`src/rtl/spi_flash_responder.sv`:
```
`timescale 1ns/1ps
`default_nettype none
// ============================================================================
// Module   : spi_flash_responder
// Purpose  : SPI flash target model. Oversamples the SPI pins on the system
//            clock, decodes a read opcode plus 24-bit address and streams
//            bytes MSB-first on MISO from a byte-wide synchronous memory port.
//            SPI modes 0 and 3 are supported (MOSI sampled on SCK rise, MISO
//            updated on SCK fall).
// Ports    : clock, reset (sync, active-low)
//            spi_cs_n, spi_sck, spi_mosi in; spi_miso out
//            mem_rd / mem_addr out, mem_rdata in (valid 1 clock after mem_rd)
//            busy (state not IDLE), cmd_err (1-cycle unsupported-opcode pulse)
// Options  : define SPI_FLASH_RESPONDER_FASTREAD_EN to also accept opcode
//            0x0B (fast read: address, 8 dummy clocks, then data).
// Revision : 1.0 - initial release
// ============================================================================
module spi_flash_responder #(
    parameter int MEM_AW      = 16,
    parameter int SYNC_STAGES = 2
) (
    input  logic              clock,
    input  logic              reset,
    input  logic              spi_cs_n,
    input  logic              spi_sck,
    input  logic              spi_mosi,
    output logic              spi_miso,
    output logic              mem_rd,
    output logic [MEM_AW-1:0] mem_addr,
    input  logic [7:0]        mem_rdata,
    output logic              busy,
    output logic              cmd_err
);

    localparam int         SYNC_N       = (SYNC_STAGES < 2) ? 2 : SYNC_STAGES;
    localparam logic [7:0] OP_READ      = 8'h03;
    localparam logic [7:0] OP_FAST_READ = 8'h0B;

    typedef enum logic [2:0] {
        S_IDLE   = 3'd0,
        S_CMD    = 3'd1,
        S_ADDR   = 3'd2,
        S_DUMMY  = 3'd3,
        S_DATA   = 3'd4,
        S_IGNORE = 3'd5
    } state_t;

    state_t            state;
    logic [SYNC_N-1:0] sck_sync;
    logic [SYNC_N-1:0] cs_sync;
    logic [SYNC_N-1:0] mosi_sync;
    logic              sck_prev;
    logic              cs_prev;
    logic [22:0]       shreg;
    logic [4:0]        bit_cnt;
    logic              fast;
    logic              rd_pend;      // mem_rdata is valid this cycle
    logic              first_pend;   // pending read is the first byte of the burst
    logic              skip_fall;    // drop the trailing fall of the last header clock
    logic [7:0]        out_byte;
    logic [7:0]        prefetch;
    logic [2:0]        bit_pos;      // index of the bit currently on spi_miso

    logic              sck_s;
    logic              cs_s;
    logic              mosi_s;
    logic              sck_rise;
    logic              sck_fall;
    logic              cs_fall;
    logic [23:0]       shift_in;
    logic              op_read;
    logic              op_fast;
    logic              unused_bits;

    assign sck_s    = sck_sync[SYNC_N-1];
    assign cs_s     = cs_sync[SYNC_N-1];
    assign mosi_s   = mosi_sync[SYNC_N-1];
    assign sck_rise = sck_s & ~sck_prev;
    assign sck_fall = ~sck_s & sck_prev;
    assign cs_fall  = ~cs_s & cs_prev;
    assign shift_in = {shreg, mosi_s};
    assign op_read  = (shift_in[7:0] == OP_READ);
`ifdef SPI_FLASH_RESPONDER_FASTREAD_EN
    assign op_fast  = (shift_in[7:0] == OP_FAST_READ);
`else
    assign op_fast  = 1'b0;
`endif
    // Address bits above MEM_AW are deliberately discarded.
    assign unused_bits = ^shift_in;

    // Synchronizers. The cs_n chain resets to 0 so that a cs_n held low
    // across reset never looks like a fresh falling edge afterwards.
    always_ff @(posedge clock) begin
        if (!reset) begin
            sck_sync  <= '0;
            cs_sync   <= '0;
            mosi_sync <= '0;
            sck_prev  <= 1'b0;
            cs_prev   <= 1'b0;
        end else begin
            sck_sync  <= {sck_sync[SYNC_N-2:0], spi_sck};
            cs_sync   <= {cs_sync[SYNC_N-2:0], spi_cs_n};
            mosi_sync <= {mosi_sync[SYNC_N-2:0], spi_mosi};
            sck_prev  <= sck_s;
            cs_prev   <= cs_s;
        end
    end

    always_ff @(posedge clock) begin
        if (!reset) begin
            state      <= S_IDLE;
            spi_miso   <= 1'b0;
            mem_rd     <= 1'b0;
            mem_addr   <= '0;
            busy       <= 1'b0;
            cmd_err    <= 1'b0;
            shreg      <= '0;
            bit_cnt    <= '0;
            fast       <= 1'b0;
            rd_pend    <= 1'b0;
            first_pend <= 1'b0;
            skip_fall  <= 1'b0;
            out_byte   <= '0;
            prefetch   <= '0;
            bit_pos    <= '0;
        end else begin
            mem_rd  <= 1'b0;
            cmd_err <= 1'b0;
            rd_pend <= mem_rd;
            if (cs_s) begin
                // Deselected: abandon whatever was in progress.
                state      <= S_IDLE;
                busy       <= 1'b0;
                spi_miso   <= 1'b0;
                shreg      <= '0;
                bit_cnt    <= '0;
                first_pend <= 1'b0;
                skip_fall  <= 1'b0;
            end else begin
                case (state)
                    S_IDLE: begin
                        if (cs_fall) begin
                            state   <= S_CMD;
                            busy    <= 1'b1;
                            bit_cnt <= '0;
                        end
                    end
                    S_CMD: begin
                        if (sck_rise) begin
                            shreg   <= shift_in[22:0];
                            bit_cnt <= bit_cnt + 5'd1;
                            if (bit_cnt == 5'd7) begin
                                bit_cnt <= '0;
                                fast    <= op_fast;
                                if (op_read || op_fast) begin
                                    state <= S_ADDR;
                                end else begin
                                    state   <= S_IGNORE;
                                    cmd_err <= 1'b1;
                                end
                            end
                        end
                    end
                    S_ADDR: begin
                        if (sck_rise) begin
                            shreg   <= shift_in[22:0];
                            bit_cnt <= bit_cnt + 5'd1;
                            if (bit_cnt == 5'd23) begin
                                bit_cnt  <= '0;
                                mem_addr <= shift_in[MEM_AW-1:0];
                                if (fast) begin
                                    state <= S_DUMMY;
                                end else begin
                                    state      <= S_DATA;
                                    mem_rd     <= 1'b1;
                                    first_pend <= 1'b1;
                                    skip_fall  <= 1'b1;
                                end
                            end
                        end
                    end
                    S_DUMMY: begin
                        if (sck_rise) begin
                            bit_cnt <= bit_cnt + 5'd1;
                            if (bit_cnt == 5'd7) begin
                                bit_cnt    <= '0;
                                state      <= S_DATA;
                                mem_rd     <= 1'b1;
                                first_pend <= 1'b1;
                                skip_fall  <= 1'b1;
                            end
                        end
                    end
                    S_DATA: begin
                        if (rd_pend) begin
                            if (first_pend) begin
                                out_byte   <= mem_rdata;
                                spi_miso   <= mem_rdata[7];
                                bit_pos    <= 3'd7;
                                first_pend <= 1'b0;
                            end else begin
                                prefetch <= mem_rdata;
                            end
                        end else if (sck_fall) begin
                            if (skip_fall) begin
                                // Bit 7 is already on the pin; this fall ends
                                // the last header clock.
                                skip_fall <= 1'b0;
                            end else if (bit_pos == 3'd0) begin
                                out_byte <= prefetch;
                                spi_miso <= prefetch[7];
                                bit_pos  <= 3'd7;
                            end else begin
                                bit_pos  <= bit_pos - 3'd1;
                                spi_miso <= out_byte[bit_pos - 3'd1];
                                if (bit_pos == 3'd1) begin
                                    // Bit 0 goes out now: fetch the next byte.
                                    mem_addr <= mem_addr + MEM_AW'(1);
                                    mem_rd   <= 1'b1;
                                end
                            end
                        end
                    end
                    S_IGNORE: begin
                        spi_miso <= 1'b0;
                    end
                    default: begin
                        state <= S_IDLE;
                        busy  <= 1'b0;
                    end
                endcase
            end
        end
    end

endmodule
`default_nettype wire

```
`config.mk`:
```
export PLATFORM = sky130hd
export DESIGN_NAME = spi_flash_responder
export DESIGN_NICKNAME = d
export VERILOG_FILES = /design/src/rtl/spi_flash_responder.sv
export SDC_FILE = /design/constraint.sdc
export NUM_CORES = 1
export LEC_CHECK = 0
export BUFFER_PORTS_ARGS = -buffer_cell sky130_fd_sc_hd__buf_4
export CORE_UTILIZATION = 60
export DETAILED_ROUTE_END_ITERATION = 8
export PLACE_DENSITY = 0.86
export REMOVE_ABC_BUFFERS = 1
export SLEW_MARGIN = 20
export SYNTH_ARGS = -nofsm -noshare
export SYNTH_HDL_FRONTEND = slang
export SYNTH_SLANG_ARGS = --single-unit
```
`constraint.sdc`:
```
create_clock -name clock -period 3.4 [get_ports clock]
set_clock_uncertainty 0.1 [all_clocks]
set_input_delay 0.68 -clock clock [delete_from_list [all_inputs] [get_ports clock]]
set_output_delay 0.68 -clock clock [all_outputs]
set_load 0.02 [all_outputs]
```
==> flow_metrics.env, run 1 <==
export IMPL_setup_violations=0
export IMPL_area_delta_synth_final_pct=13.7
export IMPL_outcome="complete, no violations"
export IMPL_cts_setup_buffers=0
export IMPL_period_share_pct=79.8
export IMPL_cp_end_kind="register"
export IMPL_rsz0062_at_grt="no"
export IMPL_vias_per_cell=6.03
export IMPL_p_leak_nw=1.63
export IMPL_ctsRootBufferMaster="clkbuf_8"
export IMPL_drc=0
export IMPL_synth_enable_flop_cells=0
export IMPL_clockBufferDepth=2
export IMPL_dpl_cell_area_um2=3800
export IMPL_hp_class="reg -> reg"
export IMPL_layout_drive_gt1_share_pct=16.0
export IMPL_start_kind="register"
export IMPL_num_rows=27
export IMPL_cts_tree="built"
export IMPL_drt_wirelength_per_cell_um=15.9
export IMPL_final_hold_violation_count=0
export IMPL_wl_mm=8.01
export IMPL_diodes=0
export IMPL_insertion_delay_ns=0.35
export IMPL_die_area_um2=6240
export IMPL_clock_fmax_mhz=368
export IMPL_top_layer="met4"
export IMPL_total_power_mw=1.74
export IMPL_core_um2=5610
export IMPL_grt_ovfl_total=0
export IMPL_power_density_nw_per_um2=429
export IMPL_post_route_min_period_ns=2.71
export IMPL_grt_pass1_wl_mm=13.5
export IMPL_cts_sinks=73
export IMPL_antenna_found_initial=0
export IMPL_syn_area_per_cell_um2=8.89
export IMPL_setup_tns_ns=0
export IMPL_via_count=3031
export IMPL_clk_transition_reported_paths_ns=0.08
export IMPL_synth_ff_type="dfxtp_1"
export IMPL_tightest_slew_ns=0.821
export IMPL_detailedRoute_firstIterationViolations=217
export IMPL_ys_seq_area_share_pct=41.1
export IMPL_grt_use_total_pct=28.0
export IMPL_ys_ff_latch=73
export IMPL_yosysUniqueCellTypes=62
export IMPL_first_pass_iters=5
export IMPL_dr_wl_met2_mm=3.76
export IMPL_gp_congestion=0.852
export IMPL_synth_async_reset_ratio_pct=0
export IMPL_multiInputGateArea_um2=1950
export IMPL_ir_drop_uv=280
export IMPL_detail_route_antenna_nets=0
export IMPL_cts_buffers=9
export IMPL_fillers=425
export IMPL_cts_resized=0
export IMPL_design_area_um2=4040
export IMPL_die_h_um=79.0
export IMPL_relSlewSlack_pct=44.9
export IMPL_grt_max_degree=40
export IMPL_worstSetupPathType="reg -> reg"
export IMPL_drv_slew=0
export IMPL_yosys_warnings=0
export IMPL_cp_required_ns=3.55
export IMPL_syn_inst=400
export IMPL_syn_area_um2=3560
export IMPL_pre_cts_ws_ns=0.823
export IMPL_layout_nets=444
export IMPL_post_route_util_pct=72.1
export IMPL_grt_pass1_vias=2872
export IMPL_path_max_fanout=14
export IMPL_ff_latch_area_um2=1460
export IMPL_numPortBuffers=32
export IMPL_io_pins=33
export IMPL_m1WireLength_mm=3.71
export IMPL_fin_ws_ns=0.686
export IMPL_die_x_um=79.0
export IMPL_cp_data_arrival_time_ns=2.87
export IMPL_htreeDepth=3
export IMPL_cap_viol_max_count=0
export IMPL_dp_hpwl_mm=5.37
export IMPL_holdBufCountCts=0
export IMPL_start_util_pct=63.4
export IMPL_met3_length_um=381
==> report_power, final <==
| part | leakage, nW | internal [mW] | switching, mW |
|---|---|---|---|
| combinational | 0.919 | 0.0216 | 0.0313 |
| sequential | 0.589 | 0.860 | 0.00577 |
| clock | 0.121 | 0.491 | 0.327 |
==> path summary, 6_finish.rpt <==
check                           slack [ns]  cells past startpoint                    start                  endpoint
worst max register to register        0.69                      6  bit_cnt[0]$_SDFFE_PP0P_  mem_addr[0]$_SDFFE_PN0P_
worst max-delay path                  0.69                      6  bit_cnt[0]$_SDFFE_PP0P_  mem_addr[0]$_SDFFE_PN0P_
worst min-delay path                  0.34                      1    cs_sync[0]$_SDFF_PN0_     cs_sync[1]$_SDFF_PN0_
worst min register to register        0.34                      1    cs_sync[0]$_SDFF_PN0_     cs_sync[1]$_SDFF_PN0_
==> worst max-delay path: stages, from the launching register on <==
cell,delay [ns]
dfxtp_1,0.37
ha_1,0.23
nand3b_1,0.20
nor4b_1,0.72
o211ai_2,0.37
or3_1,0.43
a31oi_1,0.19
==> synthesized netlist by cell type (2+ instances only) <==
library cell,n,area share (%)
or3_1,5,0.88
nand2b_1,5,0.88
inv_1,6,0.63
dfxtp_1,73,41
or4b_2,2,0.56
clkbuf_1,11,1.2
nor3b_1,3,0.63
nand4_1,4,0.70
or4_1,3,0.63
buf_4,2,0.42
or2_2,2,0.35
buf_2,5,0.70
o211a_1,3,0.84
clkinv_1,2,0.21
a21o_1,3,0.63
xnor2_1,2,0.49
nor4_1,2,0.35
o21ai_0,16,2.3
nor4b_1,2,0.49
nand3b_1,2,0.42
o211ai_2,2,0.70
a211oi_1,8,1.7
a31oi_1,6,1.1
mux4_2,2,1.3
o31ai_1,5,1.1
nor2b_1,14,2.5
ha_1,5,1.8
nor2_2,2,0.35
nand2_1,32,3.4
a311oi_1,3,0.74
a21oi_1,35,4.9
nand3_1,10,1.4
a211oi_2,2,0.70
nor2_1,51,5.4
and4_1,5,1.2
and2_1,9,1.6
mux2i_1,31,8.7
==> cells in the final DEF, fill, tap and decap left out, types with 2 or more instances in the layout <==
master and instances:
a211oi_1 8, a211oi_2 2, a21o_1 3, a21oi_1 35, a311oi_1 3, a31oi_1 6, and2_1 9, and4_1 5
buf_4 36, bufinv_16 3, clkbuf_8 9, clkinv_1 2, clkinv_4 3, dfxtp_1 73, ha_1 5, inv_1 6
mux2i_1 31, mux4_2 2, nand2_1 32, nand2b_1 5, nand3_1 10, nand3b_1 2, nand4_1 4, nor2_1 51
nor2_2 2, nor2b_1 14, nor3b_1 3, nor4_1 2, nor4b_1 2, o211a_1 3, o211ai_2 2, o21ai_0 16
o31ai_1 5, or2_2 2, or3_1 5, or4_1 3, or4b_2 2, xnor2_1 2
==> state kept, by name, indices dropped and copies added, names as in the netlist, 2 cells and up <==
name,cells
shreg,15
prefetch,8
mosi_sync,2
mem_addr,16
sck_sync,2
out_byte,8
state,3
bit_cnt,5
bit_pos,3
cs_sync,2
==> area by class of cell <==
| cell class | count | area share (%) |
|---|---|---|
| Tap cell | 72 | 2.23 |
| Multi-Input combinational cell | 298 | 48.2 |
| Clock buffer | 10 | 3.16 |
| Inverter | 8 | 0.743 |
| Timing Repair Buffer | 36 | 6.68 |
| Sequential cell | 73 | 36.1 |
| Clock inverter | 6 | 2.88 |
==> metrics by stage <==
step | cells | hold WS (ns)
final | 503 | 0.340
after global routing | 503 | 0.365
after CTS | 503 | 0.341
after detailed placement | 487 | 0.324
after global placement | 487 | 0.319
after floorplan | 379 | 0.312
==> metal layers <==
metal / vias up / GRT usage [%]
met1: 1425 / 36.6
met2: 86 / 43.8
li1: 1505 / -
met4: 0 / 11.3
met5: - / 0
met3: 15 / 7.24
==> cell families after synthesis <==
kind of cell,synth area share (%)
mux,10.3
buf+inv,4.12
simple gates,23.3
xor+xnor,0.739
compound gates,18.6
flops,41.1
fa+ha+maj,1.76
Power figures use the tool's default switching activity.
==> run 2: changes to the inputs <==
--- a/config.mk
+++ b/config.mk
@@ -6,9 +6,9 @@
 export NUM_CORES = 1
 export LEC_CHECK = 0
 export BUFFER_PORTS_ARGS = -buffer_cell sky130_fd_sc_hd__buf_4
-export CORE_UTILIZATION = 60
+export CORE_UTILIZATION = 59
 export DETAILED_ROUTE_END_ITERATION = 8
-export PLACE_DENSITY = 0.86
+export PLACE_DENSITY = 0.85
 export REMOVE_ABC_BUFFERS = 1
 export SLEW_MARGIN = 20
 export SYNTH_ARGS = -nofsm -noshare
==> constraint.sdc (replaced) <==
create_clock -name clock -period 2.5 [get_ports clock]
set_clock_uncertainty 0.1 [all_clocks]
set_input_delay 0.5 -clock clock [delete_from_list [all_inputs] [get_ports clock]]
set_output_delay 0.5 -clock clock [all_outputs]
set_load 0.02 [all_outputs]
==> run 2 against run 1 <==
  * Sequential cell count did not move
  * Sequential power increased by 36%
  * Wire length grew 2.4%
  * Register-to-register slack lost 0.44 ns
  * Non-clock buffer count rose by 8
  * Combinational power grew 48%
  * Critical endpoint is now mem_addr[2]$_SDFFE_PN0P_
  * Sequential share of layout area hardly changed
==> flow_metrics.env, run 2 (synthesis gave the netlist of run 1 again) <==
export IMPL_outcome="complete, no violations"
export IMPL_cts_setup_buffers=0
export IMPL_holdBufCountCts=0
export IMPL_layout_common_cells="dfxtp_1, nor2_1, buf_4"
export IMPL_cp_data_arrival_time_ns=2.36
export IMPL_core_um2=5640
export IMPL_drc=0
export IMPL_grt_pass1_wl_mm=13.7
export IMPL_grt_pass1_vias=3010
export IMPL_clockBufferDepth=2
export IMPL_p_sw_mw=0.481
export IMPL_reg2reg_depth=6
export IMPL_num_rows=27
export IMPL_htreeDepth=3
export IMPL_layout_drive_gt1_share_pct=17.3
export IMPL_p_int_mw=1.66
export IMPL_cts_resized=0
export IMPL_met3_length_um=396
export IMPL_worstSetupPathType="reg -> reg"
export IMPL_via_count=3139
export IMPL_power_density_nw_per_um2=529
export IMPL_cts_sinks=73
export IMPL_antenna_found_initial=0
export IMPL_grt_ovfl_total=0
export IMPL_die_area_um2=6340
export IMPL_clock_fmax_mhz=445
export IMPL_ctsRootBufferMaster="clkbuf_8"
export IMPL_io_pins=33
export IMPL_setup_violations=0
export IMPL_layout_nets=452
export IMPL_holdPathStages=2
export IMPL_grt_use_total_pct=28.2
export IMPL_p_leak_nw=1.64
export IMPL_ir_drop_uv=347
export IMPL_period_share_pct=90.0
export IMPL_hp_class="in -> reg"
export IMPL_cp_required_ns=2.61
export IMPL_first_pass_iters=5
export IMPL_tightest_slew_ns=0.727
export IMPL_relSlewSlack_pct=51.1
export IMPL_pre_cts_ws_ns=0.317
export IMPL_clkPwrFrac_pct=41.4
export IMPL_cpPeakStageDelay_ns=0.47
export IMPL_rsz0062_at_grt="no"
export IMPL_r2r_start="state[2]$_SDFFE_PP0P_"
export IMPL_p_comb_share_pct=3.7
export IMPL_cap_viol_max_count=0
export IMPL_numPortBuffers=32
export IMPL_diodes=0
export IMPL_vias_per_cell=6.14
export IMPL_dp_hpwl_mm=5.50
export IMPL_clk_transition_reported_paths_ns=0.08
export IMPL_setup_tns_ns=0
export IMPL_swShare_pct=22.4
export IMPL_m1WireLength_mm=3.71
export IMPL_start_util_pct=63.0
export IMPL_worstHoldStart="spi_sck"
export IMPL_cts_tree="built"
export IMPL_wl_mm=8.20
export IMPL_seqPwrFrac_pct=54.9
export IMPL_largest_reg_flops=16
export IMPL_die_h_um=79.6
export IMPL_path_max_fanout=9
export IMPL_r2r_end="mem_addr[2]$_SDFFE_PN0P_"
export IMPL_area_delta_synth_final_pct=13.8
export IMPL_drt_wirelength_per_cell_um=16.0
export IMPL_rrSetupSlack_ns=0.25
export IMPL_post_route_min_period_ns=2.25
export IMPL_whs_endpoint="sck_sync[0]$_SDFF_PN0_"
export IMPL_cts_buffers=9
export IMPL_gp_congestion=0.901
export IMPL_die_x_um=79.6
export IMPL_reg_top3="mem_addr x16, shreg x15"
export IMPL_detail_route_antenna_nets=0
export IMPL_drv_slew=0
export IMPL_fin_ws_ns=0.250
export IMPL_crit_slowest_cell="or3b_4"
export IMPL_top_layer="met4"
export IMPL_start_kind="register"
export IMPL_grt_max_degree=36
export IMPL_cp_end_kind="register"
export IMPL_detailedRoute_firstIterationViolations=195
export IMPL_critical_path_cell_chain="or3b_4 -> nor4_4 -> o211ai_2 -> buf_4 -> o21ai_0 -> a21oi_1"
export IMPL_final_hold_violation_count=0
export IMPL_layout_commonest_cell="dfxtp_1"
export IMPL_insertion_delay_ns=0.34
export IMPL_regMostFlops="mem_addr"
export IMPL_dr_wl_met2_mm=3.90
run 2: cell types whose count changed in the layout (fill, tap and decap cells not counted):
cell	previous run	this run
buf_4	36	44
bufinv_16	3	1
clkbuf_1	1	2
clkinv_2	0	2
clkinv_4	3	1
clkinvlp_4	0	1
run 2: critical path: cells and delay by family (launching register included):
kind	cells	cell delay [ns]
and+or+nand+nor	2	0.81
AOI/OAI and AO/OA	3	0.53
DFF	1	0.46
buffers and inverters	1	0.22
run 2: worst max-delay path by stage:
stage	startpoint	end	slack (ns)	depth (start not counted)
2_1_floorplan	rd_pend$_SDFF_PN0_	out_byte[0]$_SDFFE_PN0P_	-0.05	5
3_3_place_gp	bit_cnt[0]$_SDFFE_PP0P_	mem_addr[9]$_SDFFE_PN0P_	0.37	7
3_5_place_dp	state[2]$_SDFFE_PP0P_	mem_addr[9]$_SDFFE_PN0P_	0.32	5
4_1_cts	skip_fall$_SDFFE_PP0P_	out_byte[4]$_SDFFE_PN0P_	0.26	6
5_1_grt	bit_cnt[0]$_SDFFE_PP0P_	mem_addr[1]$_SDFFE_PN0P_	0.08	7
6_report	state[2]$_SDFFE_PP0P_	mem_addr[2]$_SDFFE_PN0P_	0.25	6
run 2: per-stage QoR:
stage | area, um2 | instances | hold slack, ns | utilization (%) | power, mW
2_1_floorplan | 3440 | 379 | 0.312 | - | 1.24
3_3_place_gp | 3860 | 495 | 0.319 | 68.4 | 1.28
3_5_place_dp | 3860 | 495 | 0.321 | 68.4 | 1.28
4_1_cts | 4050 | 511 | 0.246 | 71.7 | 2.16
5_1_grt | 4050 | 511 | 0.253 | 71.7 | 2.22
6_report | 4050 | 511 | 0.258 | 71.7 | 2.14
run 2: cell type report:
type,count,area (um2)
clock buffer,11,131
clock inverter,5,56.3
fill,434,1590
inverter,8,30.0
multi-input combinational,298,1950
sequential,73,1460
tap,72,90.1
timing repair buffer,44,330
run 2: metal layers:
metal	vias to the layer above	track usage, %
met1	1486	34.3
met2	115	46.2
met5	-	0
met3	20	4.57
met4	0	17.6
li1	1518	-
run 2: power groups by stage:
stage	registers [mW]	logic [mW]	clock network (mW)
6_report	1.18	0.0783	0.888
5_1_grt	1.18	0.0844	0.962
4_1_cts	1.18	0.0772	0.905
3_5_place_dp	1.20	0.0766	0
3_3_place_gp	1.20	0.0745	0
2_1_floorplan	1.20	0.0341	0
